`src/rtl/alu_result_display.sv`:
```
// Four-digit, common-anode seven-segment scanner for the shift/arithmetic test unit.
// It takes a snapshot of the unit's results once per scan and shows one of three pages, selected by a debounced button.
module alu_result_display #(
  parameter int unsigned REFRESH_DIV     = 50000,
  parameter int unsigned DEBOUNCE_CYCLES = 500000
) (
  input  logic       clk,
  input  logic       rst_n,
  input  logic [3:0] a,
  input  logic [3:0] b,
  input  logic [3:0] logical_shift,
  input  logic [3:0] arithmetic_shift,
  input  logic [7:0] combined,
  input  logic [3:0] sum,
  input  logic       carry_out,
  input  logic [7:0] product,
  input  logic       page_btn,
  output logic [6:0] seg_n,
  output logic [3:0] an_n,
  output logic [1:0] page,
  output logic       led_carry
);

  localparam int unsigned PRE_W = (REFRESH_DIV > 1) ? $clog2(REFRESH_DIV) : 1;
  localparam int unsigned DEB_W = (DEBOUNCE_CYCLES > 1) ? $clog2(DEBOUNCE_CYCLES) : 1;
  localparam logic [PRE_W-1:0] PRE_LAST = PRE_W'(REFRESH_DIV - 1);
  localparam logic [DEB_W-1:0] DEB_LAST = DEB_W'(DEBOUNCE_CYCLES - 1);
  localparam logic [4:0]       BLANK    = 5'h10;

  typedef struct packed {
    logic [3:0] a;
    logic [3:0] b;
    logic [3:0] logical_shift;
    logic [3:0] arithmetic_shift;
    logic [7:0] combined;
    logic [3:0] sum;
    logic       carry_out;
    logic [7:0] product;
  } snap_t;

  // Hex digit to active-low segments; bit 4 of the code requests a blank digit.
  function automatic logic [6:0] seg_decode(input logic [4:0] code);
    logic [6:0] s;
    case (code[3:0])
      4'h0: s = 7'b1000000;
      4'h1: s = 7'b1111001;
      4'h2: s = 7'b0100100;
      4'h3: s = 7'b0110000;
      4'h4: s = 7'b0011001;
      4'h5: s = 7'b0010010;
      4'h6: s = 7'b0000010;
      4'h7: s = 7'b1111000;
      4'h8: s = 7'b0000000;
      4'h9: s = 7'b0010000;
      4'hA: s = 7'b0001000;
      4'hB: s = 7'b0000011;
      4'hC: s = 7'b1000110;
      4'hD: s = 7'b0100001;
      4'hE: s = 7'b0000110;
      default: s = 7'b0001110;
    endcase
    return code[4] ? 7'b1111111 : s;
  endfunction

  // Page map; an out-of-range page falls back to page 0's layout.
  function automatic logic [4:0] digit_sel(input snap_t s, input logic [1:0] pg,
                                           input logic [1:0] idx);
    logic [4:0] d;
    case (pg)
      2'd1: begin
        case (idx)
          2'd0:    d = {1'b0, s.arithmetic_shift};
          2'd1:    d = {1'b0, s.logical_shift};
          2'd2:    d = {1'b0, s.sum};
          default: d = {2'b00, 2'b00, s.carry_out};
        endcase
      end
      2'd2: begin
        case (idx)
          2'd0:    d = {1'b0, s.combined[3:0]};
          2'd1:    d = {1'b0, s.combined[7:4]};
          default: d = BLANK;
        endcase
      end
      default: begin
        case (idx)
          2'd0:    d = {1'b0, s.product[3:0]};
          2'd1:    d = {1'b0, s.product[7:4]};
          2'd2:    d = {1'b0, s.b};
          default: d = {1'b0, s.a};
        endcase
      end
    endcase
    return d;
  endfunction

  logic [PRE_W-1:0] pre_q, pre_d;
  logic [1:0]       idx_q, idx_d;
  snap_t            snap_q, snap_d;
  logic [6:0]       seg_n_q, seg_n_d;
  logic [3:0]       an_n_q, an_n_d;
  logic             sync1_q, sync2_q;
  logic             stable_q, stable_d;
  logic             stable_prev_q;
  logic [DEB_W-1:0] deb_cnt_q, deb_cnt_d;
  logic [1:0]       page_q, page_d;
  logic             tick_c;

  // Scan, snapshot, debounce and page next-state logic.
  always_comb begin
    pre_d     = pre_q + PRE_W'(1);
    idx_d     = idx_q;
    snap_d    = snap_q;
    seg_n_d   = seg_n_q;
    an_n_d    = an_n_q;
    stable_d  = stable_q;
    deb_cnt_d = '0;
    page_d    = page_q;
    tick_c    = (pre_q == PRE_LAST);

    if (tick_c) begin
      pre_d   = '0;
      an_n_d  = ~(4'b0001 << idx_q);
      seg_n_d = seg_decode(digit_sel(snap_q, page_q, idx_q));
      idx_d   = idx_q + 2'd1;
      if (idx_q == 2'd3) begin
        snap_d = '{a: a, b: b, logical_shift: logical_shift,
                   arithmetic_shift: arithmetic_shift, combined: combined,
                   sum: sum, carry_out: carry_out, product: product};
      end
    end

    if (sync2_q != stable_q) begin
      if (deb_cnt_q == DEB_LAST) stable_d = ~stable_q;
      else                       deb_cnt_d = deb_cnt_q + DEB_W'(1);
    end

    // Advance one cycle after the debounced level rises.
    if (stable_q && !stable_prev_q) begin
      case (page_q)
        2'd0:    page_d = 2'd1;
        2'd1:    page_d = 2'd2;
        2'd2:    page_d = 2'd0;
        default: page_d = 2'd1;
      endcase
    end
  end

  always_ff @(posedge clk or negedge rst_n) begin
    if (!rst_n) begin
      pre_q         <= '0;
      idx_q         <= '0;
      snap_q        <= '0;
      seg_n_q       <= 7'h7F;
      an_n_q        <= 4'hF;
      sync1_q       <= 1'b0;
      sync2_q       <= 1'b0;
      stable_q      <= 1'b0;
      stable_prev_q <= 1'b0;
      deb_cnt_q     <= '0;
      page_q        <= '0;
    end else begin
      pre_q         <= pre_d;
      idx_q         <= idx_d;
      snap_q        <= snap_d;
      seg_n_q       <= seg_n_d;
      an_n_q        <= an_n_d;
      sync1_q       <= page_btn;
      sync2_q       <= sync1_q;
      stable_q      <= stable_d;
      stable_prev_q <= stable_q;
      deb_cnt_q     <= deb_cnt_d;
      page_q        <= page_d;
    end
  end

  assign seg_n     = seg_n_q;
  assign an_n      = an_n_q;
  assign page      = page_q;
  assign led_carry = snap_q.carry_out;

endmodule

```
`config.mk`:
```
export PLATFORM = sky130hd
export DESIGN_NAME = alu_result_display
export DESIGN_NICKNAME = d
export VERILOG_FILES = /design/src/rtl/alu_result_display.sv
export SDC_FILE = /design/constraint.sdc
export NUM_CORES = 1
export LEC_CHECK = 0
export BUFFER_PORTS_ARGS = -buffer_cell sky130_fd_sc_hd__buf_2
export CAP_MARGIN = 25
export CORE_MARGIN = 10
export CORE_UTILIZATION = 30
export CTS_BUF_LIST = sky130_fd_sc_hd__clkbuf_4 sky130_fd_sc_hd__clkbuf_8
export CTS_CLUSTER_DIAMETER = 50
export DETAILED_ROUTE_END_ITERATION = 6
export PLACE_DENSITY = 0.48
export SETUP_SLACK_MARGIN = 0.1
export SLEW_MARGIN = 20
export SYNTH_ARGS = -nofsm -noshare
export SYNTH_HDL_FRONTEND = slang
export SYNTH_SLANG_ARGS = --single-unit
```
`constraint.sdc`:
```
create_clock -name clk -period 3.35 [get_ports clk]
set_input_delay 0.5025 -clock clk [delete_from_list [all_inputs] [get_ports clk]]
set_output_delay 0.5025 -clock clk [all_outputs]
set_load 0.02 [all_outputs]
```
==> summary.txt <==
Outcome
  • Status: finished clean

Floorplan
  • IO Pins: 54
  • Die Ht: 142 um
  • Initial Utilization: 30.6%
  • Die Footprint: 20,100 sq um
  • Core area: 14,500 sq um
  • Cell Rows: 44
  • Die width: 142 um

Final layout
  • FF/Latch Area: 2290 sq um
  • Fin util: 35.4%
  • N_diodes: 0
  • Multi-input gate area: 2030 sq um
  • Fraction of layout cells with a size suffix above 1: 29.6%
  • Area growth from synthesis to layout: 15.9%
  • Nets: 509
  • Fillers: 1,481

Clock tree
  • CTS Buf Count: 9
  • Clock slew at reported path FFs: 100 ps
  • Post-CTS setup buffer count: 0
  • Longest Clk Path Bufs: 2
  • Clk_lat worst skew: 370 ps
  • CTS tree: built
  • H-tree Lvls: 3
  • CTS root buf: clkbuf_8
  • Clock sinks: 91

STA
  • Max Slew Vio Count: 0
  • FMAX: 0.343 GHz
  • Setup Skew: 11.7 ps
  • Slew @ Worst Pin: 951 ps
  • Fin crit share: 87.1%
  • RSZ-0062 raised after global routing: false
  • Post-Route Setup TNS: 0 ps
  • Period minus WS final: 2920 ps
  • Slew headroom: 35.9%
  • Setup-failing EPs final: 0
  • Final Hold Violating Endpoints: 0

Global routing
  • Grt ovf: 0
  • First-pass GRT wire length: 16,500 um
  • Tot GR Track Use: 10.1%
  • Largest net degree at the start of global routing: 50
  • Vias in the first global route: 3,271
  • Antenna violations before repair: 0

Logic synthesis
  • Synth top area share: 45.1%
  • Synthesized area: 4440 sq um
  • Sequential share of the synthesized area: 51.6%
  • Synth Flop Type: dfrtp_1
  • Post-Syn Area per Cell: 11.2 sq um
  • Synth cell types: 46
  • Syn nets: 452
  • Post-synthesis mux area share: 12.0%
  • Yosys warnings: 0
  • Main combinational cell family by area after synthesis: simple AND/OR/NAND/NOR gates
  • #FFs+latches synth: 91
  • Area fraction in compound gates after synthesis: 9.64%
  • Post-synth EDFFs: 0
  • Leading area contributor after synthesis: dfrtp_1
  • Area contributors post-synth: dfrtp_1 (45%), mux2_2 (10%), dfstp_2 (6.5%)
  • Fraction of synthesized cell area in xor and xnor cells: 6.51%
  • Adder-cell share of the synthesized area: 4.23%
  • Synth Instances: 397
  • Simple-gate share of the synthesized area: 13.0%
  • Async S/R FF share, synth: 100%

Setup path
  • CP startpoint kind: flop
  • Worst Reg-to-Reg Cells: 12
  • Crit path DAT: 3200 ps
  • Crit-path max FO: 14
  • Critical path required time: 3640 ps
  • Flop-to-flop setup slack: 430 ps
  • Crit Path Class: flop to flop
  • CP endpoint kind: flop

Place
  • DPL Wire Length: 7430 um
  • PortBufs: 53
  • RePlAce Congestion: 0.831

Power and ir drop
  • P_leak: 2.24 nW
  • Maximum VDD drop: 0.164 mV
  • Power per Cell Area: 398 nW/um^2

Drt
  • Initial detailed-routing violation count: 170
  • Drt first pass iters: 5
  • Drt wl/cell: 15.3 um
  • Drt drc: 0
  • Routed wire length: 9870 um
  • Antenna Nets Post-Route: 0
  • Vias per inst: 4.82
  • Via count: 3,097

Worst hold path
  • Hold Path Class: input pin to async pin

Run
  • Max-cap viol count: 0
-- layout by cell type (no fill, tap or decap), drive strengths merged, types with 4 or more instances in the layout --
cell type	instances
o22ai	4
clkbuf	9
mux2	41
nor3	7
xor2	17
and3	6
a21oi	8
a22oi	6
mux2i	6
inv	19
dfrtp	80
nand2	27
nor2	46
xnor2	16
ha	15
o21ai	12
dfstp	11
a222oi	7
nand3	20
buf	60
-- state kept, by name (all words and copies together) (netlist names) --
register / count
stable_prev_q: 1
an_n: 4
deb_cnt_q: 19
pre_q: 16
page: 2
seg_n: 7
idx_q: 2
sync2_q: 1
snap_q: 36
sync1_q: 1
led_carry: 1
stable_q: 1
-- through the flow --
| stage | instance area, sq um | std cells | worst slack [ps] | power (W) | hold slack (ps) |
|---|---|---|---|---|---|
| finish | 5150 | 643 | 433 | 0.00205 | 116 |
| global placement | 4930 | 627 | 503 | 0.00129 | 335 |
| detailed placement | 4930 | 627 | 277 | 0.00129 | 336 |
| floorplan | 4440 | 397 | 686 | 0.00122 | 207 |
| CTS | 5140 | 643 | 228 | 0.00209 | 128 |
| global route | 5150 | 643 | 120 | 0.00215 | 136 |
-- layer usage --
layer	up-vias	global-route usage, %	routed length [um]
li1	1514	-	-
met3	9	2.74	449
met5	-	0	0
met2	63	15.4	4600
met4	0	4.20	138
met1	1511	13.3	4680
-- final timing paths --
check,end,from
min,deb_cnt_q[8]$_DFF_PN0_,rst_n
max in group asynchronous,seg_n[4]$_DFFE_PN1N_,rst_n
max reg2reg,seg_n[3]$_DFFE_PN1N_,idx_q[1]$_DFFE_PN0N_
min in group clk,sync1_q$_DFF_PN0_,page_btn
min reg2reg,sync2_q$_DFF_PN0_,sync1_q$_DFF_PN0_
max,seg_n[3]$_DFFE_PN1N_,idx_q[1]$_DFFE_PN0N_
-- cells in the mapped netlist, types with 3 or more instances --
cell type	count
a2111oi_0	3
a21oi_1	8
a222oi_1	7
a22oi_1	6
and3_1	6
buf_2	7
buf_4	3
clkbuf_1	4
dfrtp_1	80
dfstp_2	11
ha_1	15
inv_1	15
mux2_2	41
mux2i_1	5
nand2_1	27
nand3_1	20
nand4_1	3
nor2_1	46
nor2b_1	3
nor3_1	6
nor4_1	3
o21ai_0	12
o22ai_1	4
or3_1	3
xnor2_1	16
xor2_1	17
-- timing repair --
item,4_1_cts,5_1_grt
gates resized for setup,0,3
hold buffers,0,0
hold endpoints to repair,0,0
endpoints found under the setup margin,0,5
-- critical path, stage by stage (launching register included) --
cell and delay (ps):
dfrtp_1 410, inv_1 90, ha_1 380, a222oi_1 400, nand2_1 80, o21ai_0 190, nand2_1 100, o21ai_1 210
inv_1 140, ha_1 260, mux2_2 270, o32ai_1 210, nor2_1 80
-- cells by family (layout without fill, tap and decap cells) --
logic type / count (synthesis) / after routing
AO/OA/AOI/OAI: 56 / 56
XOR/XNOR: 33 / 33
adder cells (fa/ha/maj): 15 / 15
buffers and inverters: 30 / 92
flip-flops: 91 / 91
multiplexers: 47 / 47
AND/OR/NAND/NOR: 125 / 125
-- area by class of cell --
| type | count | share of cell area [%] |
|---|---|---|
| Sequential cell | 91 | 44.5 |
| Multi-Input combinational cell | 276 | 39.4 |
| Timing Repair Buffer | 60 | 6.47 |
| Tap cell | 184 | 4.47 |
| Clock buffer | 9 | 2.41 |
| Clock inverter | 7 | 1.60 |
| Inverter | 16 | 1.17 |
-- report_power, final --
| part | switching (W) | internal (W) | total [W] |
|---|---|---|---|
| logic | 0.0000657 | 0.0000589 | 0.000125 |
| registers | 0.0000169 | 0.00113 | 0.00114 |
| clock network | 0.000425 | 0.000358 | 0.000783 |
No activity file was read; power rests on OpenSTA's default activity.
